### src/rtl/alu_hex_scan_display_pkg.sv
// Shared definitions for the registered ALU and its scanned hex display.
// - MODE_* : ALU operation encodings carried on the 2-bit mode input
// - SEG_BLANK : segment pattern for an unlit digit, active-low {g,f,e,d,c,b,a}
// - hex_to_seg() : nibble to active-low 7-segment pattern
package alu_disp_pkg;

  localparam logic [1:0] MODE_ADD = 2'b00;
  localparam logic [1:0] MODE_SUB = 2'b01;
  localparam logic [1:0] MODE_AND = 2'b10;
  localparam logic [1:0] MODE_OR  = 2'b11;

  localparam logic [6:0] SEG_BLANK = 7'h7F;

  function automatic logic [6:0] hex_to_seg(input logic [3:0] nibble);
    logic [6:0] seg;
    case (nibble)
      4'h0: seg = 7'h40;
      4'h1: seg = 7'h79;
      4'h2: seg = 7'h24;
      4'h3: seg = 7'h30;
      4'h4: seg = 7'h19;
      4'h5: seg = 7'h12;
      4'h6: seg = 7'h02;
      4'h7: seg = 7'h78;
      4'h8: seg = 7'h00;
      4'h9: seg = 7'h10;
      4'hA: seg = 7'h08;
      4'hB: seg = 7'h03;
      4'hC: seg = 7'h46;
      4'hD: seg = 7'h21;
      4'hE: seg = 7'h06;
      default: seg = 7'h0E;
    endcase
    return seg;
  endfunction

endpackage

### src/rtl/alu_hex_scan_display_hex7seg.sv
// Combinational hex digit decoder.
// - nibble in  4 : hex value to show
// - seg    out 7 : segments {g,f,e,d,c,b,a}, active-low
module hex7seg
  import alu_disp_pkg::*;
(
  input  logic [3:0] nibble,
  output logic [6:0] seg
);

  assign seg = hex_to_seg(nibble);

endmodule

### src/rtl/alu_hex_scan_display.sv
// Registered ALU with a time-multiplexed, leading-zero-blanked hex display.
// - clk       in  1       system clock
// - clr       in  1       synchronous reset, active-high (wins over load)
// - left      in  WIDTH   operand A
// - right     in  WIDTH   operand B
// - mode      in  2       00 add, 01 sub, 10 AND, 11 OR
// - load      in  1       capture operands/mode this edge
// - res_valid out 1       one-cycle pulse when result/flag update
// - result    out WIDTH   held ALU result
// - flag      out 1       carry (add) / borrow (sub) / 0 (logic ops)
// - g_to_a    out 7       active-low segments of the active digit
// - an        out NDIGITS active-low digit anodes
// - dp        out 1       active-low decimal point, lit on digit 0 when flag=1
module alu_hex_scan_display
  import alu_disp_pkg::*;
#(
  parameter int WIDTH        = 8,
  parameter int NDIGITS      = 4,
  parameter int REFRESH_BITS = 17,
  parameter int BLANK_LZ     = 1
) (
  input  logic               clk,
  input  logic               clr,
  input  logic [WIDTH-1:0]   left,
  input  logic [WIDTH-1:0]   right,
  input  logic [1:0]         mode,
  input  logic               load,
  output logic               res_valid,
  output logic [WIDTH-1:0]   result,
  output logic               flag,
  output logic [6:0]         g_to_a,
  output logic [NDIGITS-1:0] an,
  output logic               dp
);

  localparam int SEL_W = $clog2(NDIGITS);
  localparam int PAD_W = NDIGITS * 4;

  // Stage 1: captured operands
  logic [WIDTH-1:0] left_q, left_d;
  logic [WIDTH-1:0] right_q, right_d;
  logic [1:0]       mode_q, mode_d;
  logic             ld1_q, ld1_d;

  // Stage 2: held result
  logic [WIDTH-1:0] result_q, result_d;
  logic             flag_q, flag_d;
  logic             res_valid_q, res_valid_d;

  // Scan state and registered display outputs
  logic [REFRESH_BITS-1:0] cnt_q, cnt_d;
  logic [NDIGITS-1:0]      an_q, an_d;
  logic [6:0]              seg_q, seg_d;
  logic                    dp_q, dp_d;

  // ALU evaluated one bit wider so bit WIDTH is the carry/borrow.
  logic [WIDTH:0] alu_ext;

  always_comb begin
    alu_ext = '0;
    case (mode_q)
      MODE_ADD: alu_ext = {1'b0, left_q} + {1'b0, right_q};
      MODE_SUB: alu_ext = {1'b0, left_q} - {1'b0, right_q};
      MODE_AND: alu_ext = {1'b0, left_q & right_q};
      default:  alu_ext = {1'b0, left_q | right_q};
    endcase
  end

  always_comb begin
    left_d      = load ? left  : left_q;
    right_d     = load ? right : right_q;
    mode_d      = load ? mode  : mode_q;
    ld1_d       = load;
    result_d    = ld1_q ? alu_ext[WIDTH-1:0] : result_q;
    flag_d      = ld1_q ? alu_ext[WIDTH]     : flag_q;
    res_valid_d = ld1_q;
    cnt_d       = cnt_q + 1'b1;
  end

  // Result zero-extended to whole nibbles so digits beyond WIDTH read as 0.
  logic [PAD_W-1:0]   result_pad;
  logic [3:0]         nib [NDIGITS];
  logic [NDIGITS-1:0] upper_zero;

  assign result_pad = PAD_W'(result_q);

  genvar gi;
  generate
    for (gi = 0; gi < NDIGITS; gi++) begin : g_digit
      assign nib[gi] = result_pad[4*gi +: 4];
      // Digit gi and every more-significant digit are zero.
      assign upper_zero[gi] = (result_pad[PAD_W-1:4*gi] == '0);
    end
  endgenerate

  logic [SEL_W-1:0] sel;
  logic [3:0]       sel_nib;
  logic [6:0]       sel_seg;
  logic             blank;

  assign sel = cnt_q[REFRESH_BITS-1 -: SEL_W];

  hex7seg u_hex7seg (
    .nibble (sel_nib),
    .seg    (sel_seg)
  );

  always_comb begin
    sel_nib = nib[sel];
    // Digit 0 is never blanked so a zero result still shows '0'.
    blank   = (BLANK_LZ != 0) && (sel != '0) && upper_zero[sel];
    an_d    = blank ? '1 : ~(NDIGITS'(1) << sel);
    seg_d   = blank ? SEG_BLANK : sel_seg;
    dp_d    = !((sel == '0) && flag_q);
  end

  always_ff @(posedge clk) begin
    if (clr) begin
      left_q      <= '0;
      right_q     <= '0;
      mode_q      <= MODE_ADD;
      ld1_q       <= 1'b0;
      result_q    <= '0;
      flag_q      <= 1'b0;
      res_valid_q <= 1'b0;
      cnt_q       <= '0;
      an_q        <= '1;
      seg_q       <= SEG_BLANK;
      dp_q        <= 1'b1;
    end else begin
      left_q      <= left_d;
      right_q     <= right_d;
      mode_q      <= mode_d;
      ld1_q       <= ld1_d;
      result_q    <= result_d;
      flag_q      <= flag_d;
      res_valid_q <= res_valid_d;
      cnt_q       <= cnt_d;
      an_q        <= an_d;
      seg_q       <= seg_d;
      dp_q        <= dp_d;
    end
  end

  assign res_valid = res_valid_q;
  assign result    = result_q;
  assign flag      = flag_q;
  assign an        = an_q;
  assign g_to_a    = seg_q;
  assign dp        = dp_q;

endmodule
### config.mk
export PLATFORM = sky130hd
export DESIGN_NAME = alu_hex_scan_display
export DESIGN_NICKNAME = d
export VERILOG_FILES = /design/src/rtl/alu_hex_scan_display_pkg.sv /design/src/rtl/alu_hex_scan_display_hex7seg.sv /design/src/rtl/alu_hex_scan_display.sv
export SDC_FILE = /design/constraint.sdc
export NUM_CORES = 1
export LEC_CHECK = 0
export ABC_AREA = 1
export CORE_MARGIN = 2
export CORE_UTILIZATION = 50
export DETAILED_ROUTE_END_ITERATION = 10
export PLACE_DENSITY = 0.83
export SYNTH_ARGS = -nofsm -noshare
export SYNTH_HDL_FRONTEND = slang
export SYNTH_HIERARCHICAL = 1
export SYNTH_SLANG_ARGS = --single-unit
### constraint.sdc
create_clock -name clk -period 3 [get_ports clk]
set_input_delay 0.75 -clock clk [delete_from_list [all_inputs] [get_ports clk]]
set_output_delay 0.75 -clock clk [all_outputs]
set_load 0.02 [all_outputs]
Word level (Yosys, flattened, before mapping):

Memories as Yosys holds them, arrays and structs flattened. A register that Yosys moved wholly into a read port is not among the register bits.
Index checks and enable logic that the tools add are counted.

* add/sub/neg operators: 3
* $lt $le $gt $ge: 2
* eq/ne operators: 2
* shift operators: 1
* muxes and demuxes: 6
* bitwise logic cells: 4
* reduce and logical (&&, ||, !) cells: 9

Operators with widths (count)
* 9-bit case mux with 3 select lines: 1
* 17-bit by 1-bit adder with 17-bit output (second input constant): 1
* 16-bit zero test: 1
* 12-bit zero test: 1
* 8-bit by 8-bit adder with 9-bit output: 1
* 8-bit by 8-bit subtractor with 9-bit output: 1
* 8-bit AND: 1
* 4-bit binary-select mux with 2-bit select: 1
* 4-bit two-way mux: 2
* 8-bit bitwise OR: 1
* 2-bit zero test: 2
* 4-bit NOT: 1
* 1-bit by 2-bit << shifter with 4-bit output (first input constant): 1
* 3-bit greater-or-equal comparator (second input constant): 1
* 2-bit by 3-bit < comparator with 1-bit output (second input constant): 1
* 2-bit NOT with 3-bit output: 1
* 1-bit binary-select mux with 2-bit select: 1
* 2-bit by 1-bit equality test with 1-bit output (second input constant): 1
* 2-bit equality test (second input constant): 1
* 1-bit logical AND: 2
* 2-bit nonzero test: 1
* 2-bit OR reduction: 1
* 1-bit zero test: 1
* 1-bit two-way mux: 1

* register bits: 51
* memory bits (read-only): 112
* output and inout port bits: 22
* memories: 1

Memories
* (name not given): depth 16, bits a word 7, rd ports 1, clocked after memory_dff 1, write ports 0, RTL line alu_hex_scan_display_pkg.sv:16 `case (nibble)`

Logic depth before layout (Yosys ltp):

* depth in word-level cells: 5
* mapped depth: 16

Cells and area by module:

The synthesis kept the hierarchy.

Modules (own cells, without submodules)
* alu_hex_scan_display: times used 1, cells each 409, area each 2885.3 µm², seq. area each 1161.1 µm²
* hex7seg: times used 1, cells each 49, area each 274.0 µm², seq. area each 0.0 µm²

Worst setup path before layout:

No wires, ideal clock.

* path kind: flip-flop to flip-flop
* start: reg right_q[0]
* end: reg result_q[7] (netlist: result[7])
* setup time: 132 ps
* arrival: 1939 ps
* path slack: 929 ps
* stages on the path, launching flop included: 14
* buffers on the path: 0
* period minus slack after synthesis: 2071 ps
* path through: dfxtp_1 inv_1 ha_1 nand3_1 o31ai_1 xor2_1 inv_1 ha_1 nand2_1 inv_1 a21oi_1 nand3_1 nand3_1 a21oi_1

* cells in the longest elaborated chain, start to end: 2

Ends and longest elaborated chain
* start: declaration: RTL line alu_hex_scan_display.sv:41 `logic [WIDTH-1:0] right_q, right_d;`
* start signal: assignment: RTL line alu_hex_scan_display.sv:132 `right_q <= right_d;`
* 8-bit by 8-bit subtractor with 9-bit output / 8-bit by 8-bit adder with 9-bit output (equally long branches): RTL line alu_hex_scan_display.sv:63, alu_hex_scan_display.sv:62
* 9-bit case mux with 3 select lines (*): RTL line alu_hex_scan_display.sv:61 `case (mode_q)`
* end signal: assignment: RTL line alu_hex_scan_display.sv:135 `result_q <= result_d;`
* end: declaration: RTL line alu_hex_scan_display.sv:46 `logic [WIDTH-1:0] result_q, result_d;`

Every way passes the cells marked *; elsewhere a longest branch is shown, timed or not.
A chain may end at the register's enable or synchronous reset.

Worst setup path in the final report:

* start: reg cnt_q[15]
* end: reg seg_q[3] (netlist: g_to_a[3])

* cells in the longest elaborated chain, start to end: 4

Ends and longest elaborated chain
* start: declaration: RTL line alu_hex_scan_display.sv:51 `logic [REFRESH_BITS-1:0] cnt_q, cnt_d;`
* start signal: assignment: RTL line alu_hex_scan_display.sv:138 `cnt_q <= cnt_d;`
* 2-bit NOT with 3-bit output (implied by the code): RTL line alu_hex_scan_display.sv:109 `sel_nib = nib[sel];`
* 4-bit binary-select mux with 2-bit select: RTL line alu_hex_scan_display.sv:109
* 4-bit two-way mux (implied by the code) (2 in series): RTL line alu_hex_scan_display.sv:109
* via sel_nib[0]: RTL line alu_hex_scan_display.sv:97 `logic [3:0] sel_nib;`
* end: declaration: RTL line alu_hex_scan_display.sv:53 `logic [6:0] seg_q, seg_d;`

The timed path passes the listed nets, and every way through them passes these cells. The select of a mux whose other input is x is not followed.

==> report_table.html <==
<table>
<tr><th>Metric</th><th>Value</th></tr>
<tr><th colspan="2">Run status</th></tr>
<tr><td>Result of the run</td><td>finished, final reports clean</td></tr>
<tr><th colspan="2">Critical path</th></tr>
<tr><td>WP data required</td><td>approximately 3.2 ns</td></tr>
<tr><td>R2R Path Start</td><td>cnt_q[15]</td></tr>
<tr><td>Cell family contributing the most delay on the critical path</td><td>simple AND/OR/NAND/NOR gates</td></tr>
<tr><td>Cells on worst reg2reg path</td><td>8</td></tr>
<tr><td>Setup slack on the worst flop-to-flop path</td><td>0.59 ns</td></tr>
<tr><td>Startpoint type of the worst setup path</td><td>register</td></tr>
<tr><td>Startpoint-to-endpoint class of the critical path</td><td>register to register</td></tr>
<tr><td>Cells along the critical path</td><td>nand2_1 &gt; o21ai_0 &gt; inv_1 &gt; ha_1 &gt; nand2_1 &gt; nand3_1 &gt; nand2_1 &gt; or2_2</td></tr>
<tr><td>Critical register-to-register path endpoint</td><td>g_to_a[3]</td></tr>
<tr><td>Data arrival time of the critical path</td><td>approximately 2.6 ns</td></tr>
<tr><td>Kind of capture point of the worst setup path</td><td>register</td></tr>
<tr><td>Critical path peak fanout</td><td>8</td></tr>
<tr><td>Slowest-stage cell, CP</td><td>sky130_fd_sc_hd__o21ai_0</td></tr>
<tr><td>Buffers and inverters on the worst path</td><td>1</td></tr>
<tr><td>Slowest stage delay, CP</td><td>0.52 ns</td></tr>
<tr><td>Cell with the most instances on the worst path</td><td>sky130_fd_sc_hd__nand2_1</td></tr>
<tr><th colspan="2">Floorplan</th></tr>
<tr><td>Height of the die</td><td>roughly 83 µm</td></tr>
<tr><td>I/O pins</td><td>between 40 and 50</td></tr>
<tr><td>Initial core utilization</td><td>52.4%</td></tr>
<tr><td>Die width</td><td>83.5 µm</td></tr>
<tr><td>Floorplan Core Area</td><td>roughly 6000 µm²</td></tr>
<tr><td>Count of standard-cell rows</td><td>28</td></tr>
<tr><td>Die area</td><td>around 7000 µm²</td></tr>
<tr><th colspan="2">Layout</th></tr>
<tr><td>Layout area overhead</td><td>23.2%</td></tr>
<tr><td>Sequential standard cell area</td><td>1160 µm²</td></tr>
<tr><td>Highest-count cells in the layout ignoring fill and taps</td><td>88 x sky130_fd_sc_hd__nand2_1, 67 x sky130_fd_sc_hd__inv_1, 58 x sky130_fd_sc_hd__dfxtp_1</td></tr>
<tr><td>Post-layout net count</td><td>544</td></tr>
<tr><td>Most common library cell in the layout ignoring fill and taps</td><td>sky130_fd_sc_hd__nand2_1</td></tr>
<tr><td>Antenna diode instance count</td><td>0</td></tr>
<tr><td>Post-route cell area</td><td>3890 µm²</td></tr>
<tr><td>Layout cell share with drive strength beyond 1</td><td>6.30%</td></tr>
<tr><td>Fill cells</td><td>between 500 and 600</td></tr>
<tr><td>Multi-input gate area</td><td>1700 µm²</td></tr>
<tr><th colspan="2">STA</th></tr>
<tr><td>Peak Freq</td><td>slightly above 0.4 GHz</td></tr>
<tr><td>Setup Total Neg Slack</td><td>0 ns</td></tr>
<tr><td>Fin crit period</td><td>2.41 ns</td></tr>
<tr><td>Worst Tran Pin Value</td><td>approximately 0.94 ns</td></tr>
<tr><td>Largest clock skew in the final design</td><td>0.00394 ns</td></tr>
<tr><td>Slew margin rel.</td><td>37.0%</td></tr>
<tr><td>Hold violation total from the final report</td><td>0</td></tr>
<tr><td>Pins Over Slew Limit</td><td>0</td></tr>
<tr><td>Tcrit/Tclk final</td><td>80.3%</td></tr>
<tr><td>Finish-stage setup viols</td><td>0</td></tr>
<tr><td>Setup repair after global routing missed its margin</td><td>false</td></tr>
<tr><th colspan="2">Drt</th></tr>
<tr><td>Number of remaining DRC errors</td><td>0</td></tr>
<tr><td>Router iterations before antenna repair</td><td>8</td></tr>
<tr><td>Routed WL per cell</td><td>13.1 µm</td></tr>
<tr><td>Count of routing violations after the opening detailed-route iteration</td><td>251</td></tr>
<tr><td>DRT antenna net count</td><td>0</td></tr>
<tr><td>Detailed-route vias per instance</td><td>around 5.3</td></tr>
<tr><td>Total length of routed wires</td><td>7620 µm</td></tr>
<tr><td>Total via count after detailed routing</td><td>3110</td></tr>
<tr><th colspan="2">Yosys</th></tr>
<tr><td>Share of cell area taken by muxes after synthesis</td><td>0%</td></tr>
<tr><td>Xor/xnor cell area share of the yosys netlist</td><td>2.22%</td></tr>
<tr><td>Compound-Gate Fraction of Synth Area</td><td>15.2%</td></tr>
<tr><td>Main combinational cell family by area after synthesis</td><td>simple AND/OR/NAND/NOR gates</td></tr>
<tr><td>Cells after synthesis</td><td>roughly 460</td></tr>
<tr><td>Post-Synthesis Cell Area</td><td>3160 µm²</td></tr>
<tr><td>Synth Register Bits</td><td>58</td></tr>
<tr><td>Number of enable flip-flop cells after synthesis</td><td>0</td></tr>
<tr><td>Syn avg cell area</td><td>6.90 µm²</td></tr>
<tr><td>Distinct cell type count of the synthesized netlist</td><td>28</td></tr>
<tr><td>Number of synthesis warnings</td><td>6</td></tr>
<tr><td>Proportion of synthesized flip-flops having asynchronous set or reset</td><td>0%</td></tr>
<tr><td>Top-area cell type share of the netlist area</td><td>36.8%</td></tr>
<tr><td>Share of synthesized cell area in and, or, nand and nor gates</td><td>27.8%</td></tr>
<tr><td>Top post-synthesis cells by area</td><td>sky130_fd_sc_hd__dfxtp_1 37%, sky130_fd_sc_hd__nand2_1 10%, sky130_fd_sc_hd__inv_1 8.0%, sky130_fd_sc_hd__ha_1 7.5%, sky130_fd_sc_hd__a21oi_1 7.0%</td></tr>
<tr><td>Top flip-flop cell by instance count after synthesis</td><td>sky130_fd_sc_hd__dfxtp_1</td></tr>
<tr><td>Post-synthesis share of cell area spent on full adders, half adders and majority gates</td><td>under 10%</td></tr>
<tr><td>Cell type contributing the most total cell area after synthesis</td><td>sky130_fd_sc_hd__dfxtp_1</td></tr>
<tr><td>Part of the Yosys area used for sequential elements</td><td>36.8%</td></tr>
<tr><th colspan="2">Clock network</th></tr>
<tr><td>TritonCTS Buffers</td><td>9</td></tr>
<tr><td>Clock root buffer master</td><td>sky130_fd_sc_hd__clkbuf_8</td></tr>
<tr><td>Setup fix buffers added after clock tree synthesis</td><td>0</td></tr>
<tr><td>Hold-fix buffers at CTS</td><td>0</td></tr>
<tr><td>CTS H-tree depth</td><td>3</td></tr>
<tr><td>CTS tree</td><td>yes</td></tr>
<tr><td>Cells resized by post-CTS repair</td><td>0</td></tr>
<tr><td>Clock insertion delay at the later pin of the skew report</td><td>0.34 ns</td></tr>
<tr><td>Longest Clk Path Bufs</td><td>2</td></tr>
<tr><td>Clock transition at the register clock pins on the worst setup and hold paths after CTS</td><td>0.07 ns</td></tr>
<tr><td>Clock sink count</td><td>58</td></tr>
<tr><th colspan="2">Hold path</th></tr>
<tr><td>Hold-critical path depth</td><td>1</td></tr>
<tr><td>Class of the worst hold path</td><td>register to register</td></tr>
<tr><td>Start point of the worst hold path</td><td>cnt_q[0]</td></tr>
<tr><td>WHS Endpoint</td><td>cnt_q[0]</td></tr>
<tr><th colspan="2">Pwr</th></tr>
<tr><td>VDD IR-drop max</td><td>0.372 mV</td></tr>
<tr><td>Leakage power</td><td>between 1.5 and 2 nW</td></tr>
<tr><td>PwrDens</td><td>between 500 and 600 nW/µm²</td></tr>
<tr><th colspan="2">GRT</th></tr>
<tr><td>Number of global-route vias before repair</td><td>2835</td></tr>
<tr><td>Global route overflow</td><td>0</td></tr>
<tr><td>Total GRT Usage</td><td>22.9%</td></tr>
<tr><td>Initial antenna violation count</td><td>0</td></tr>
<tr><td>Wire length of the first global-routing pass</td><td>12900 µm</td></tr>
<tr><td>Pin count of the biggest net entering global routing</td><td>33</td></tr>
<tr><th colspan="2">Flow run</th></tr>
<tr><td>Number of max-cap violations</td><td>0</td></tr>
<tr><th colspan="2">Placed design</th></tr>
<tr><td>Number of buffers added on ports</td><td>42</td></tr>
<tr><td>Placed inst area</td><td>approximately 3600 µm²</td></tr>
<tr><td>Placed wire-length estimate</td><td>about 5600 µm</td></tr>
<tr><td>Global placement routability congestion</td><td>0.968</td></tr>
</table>
kinds of logic (layout without fill, tap and decap cells):
group / Yosys count / in the layout
adders and majority gates: 20 / 20
xor gates and xnor gates: 8 / 8
other: 1 / 2
and+or+nand+nor: 199 / 199
buffers and inverters: 79 / 128
AOI/OAI and AO/OA: 93 / 93
DFF: 58 / 58
layer usage:
metal,track usage (%),part of all wire [%],up-vias
met2,36.4,45,133
met5,0,0,-
met4,14.2,2.9,0
li1,-,-,1580
met3,3.76,7.6,18
met1,29.0,45,1379
flip-flops by register name (all words and copies together), names as in the netlist:
name       count
cnt_q         17
flag           1
dp             1
result         8
g_to_a         7
res_valid      1
right_q        8
ld1_q          1
mode_q         2
left_q         8
an             4
worst register-to-register path, cell delays in order (launching register included):
cell,delay [ns]
sky130_fd_sc_hd__dfxtp_1,0.50
sky130_fd_sc_hd__nand2_1,0.13
sky130_fd_sc_hd__o21ai_0,0.52
sky130_fd_sc_hd__inv_1,0.25
sky130_fd_sc_hd__ha_1,0.38
sky130_fd_sc_hd__nand2_1,0.06
sky130_fd_sc_hd__nand3_1,0.09
sky130_fd_sc_hd__nand2_1,0.06
sky130_fd_sc_hd__or2_2,0.30
worst max path at each step:
stage | startpoint | end | slack (ns) | cells past startpoint
global placement | load | mode_q[0] | 0.69 | 4
CTS | cnt_q[15] | g_to_a[3] | 0.58 | 8
finish | cnt_q[15] | g_to_a[3] | 0.59 | 8
detailed placement | load | right_q[5] | 0.68 | 4
global route | cnt_q[15] | g_to_a[3] | 0.46 | 8
floorplan | right_q[0] | result[7] | 0.93 | 13
final cells by class:
type                            instances  area share, %
Inverter                               68           6.56
Sequential cell                        58           29.8
Clock inverter                          5           2.57
Multi-Input combinational cell        322           43.6
Timing Repair Buffer                   44           11.2
Tap cell                               75           2.41
Clock buffer                           11           3.89
report_power, final:
group / internal [W] / switching, W
combinational: 0.000193 / 0.000273
sequential: 0.000817 / 0.0000367
clock: 0.000594 / 0.000315
total: 0.00160 / 0.000624
cell usage after synthesis, types with 2 or more instances:
cell type	instances
sky130_fd_sc_hd__a21oi_1	44
sky130_fd_sc_hd__a31oi_1	4
sky130_fd_sc_hd__buf_2	2
sky130_fd_sc_hd__clkbuf_1	8
sky130_fd_sc_hd__dfxtp_1	58
sky130_fd_sc_hd__ha_1	19
sky130_fd_sc_hd__inv_1	67
sky130_fd_sc_hd__nand2_1	88
sky130_fd_sc_hd__nand3_1	40
sky130_fd_sc_hd__nand4_1	11
sky130_fd_sc_hd__nor2_1	37
sky130_fd_sc_hd__nor3_1	10
sky130_fd_sc_hd__o21ai_0	40
sky130_fd_sc_hd__o31ai_1	2
sky130_fd_sc_hd__or2_2	9
sky130_fd_sc_hd__xor2_1	7
per-stage QoR:
step	worst slack, ns	std cells	total power, W	util (%)	hold slack [ns]
floorplan	0.929	459	0.00118	-	0.418
global placement	0.694	567	0.00131	60.4	0.428
detailed placement	0.675	567	0.00133	60.4	0.438
CTS	0.580	583	0.00224	64.6	0.449
global route	0.465	583	0.00234	64.6	0.466
finish	0.590	583	0.00223	64.6	0.449
Note: power is estimated with default switching activity, not from simulation.
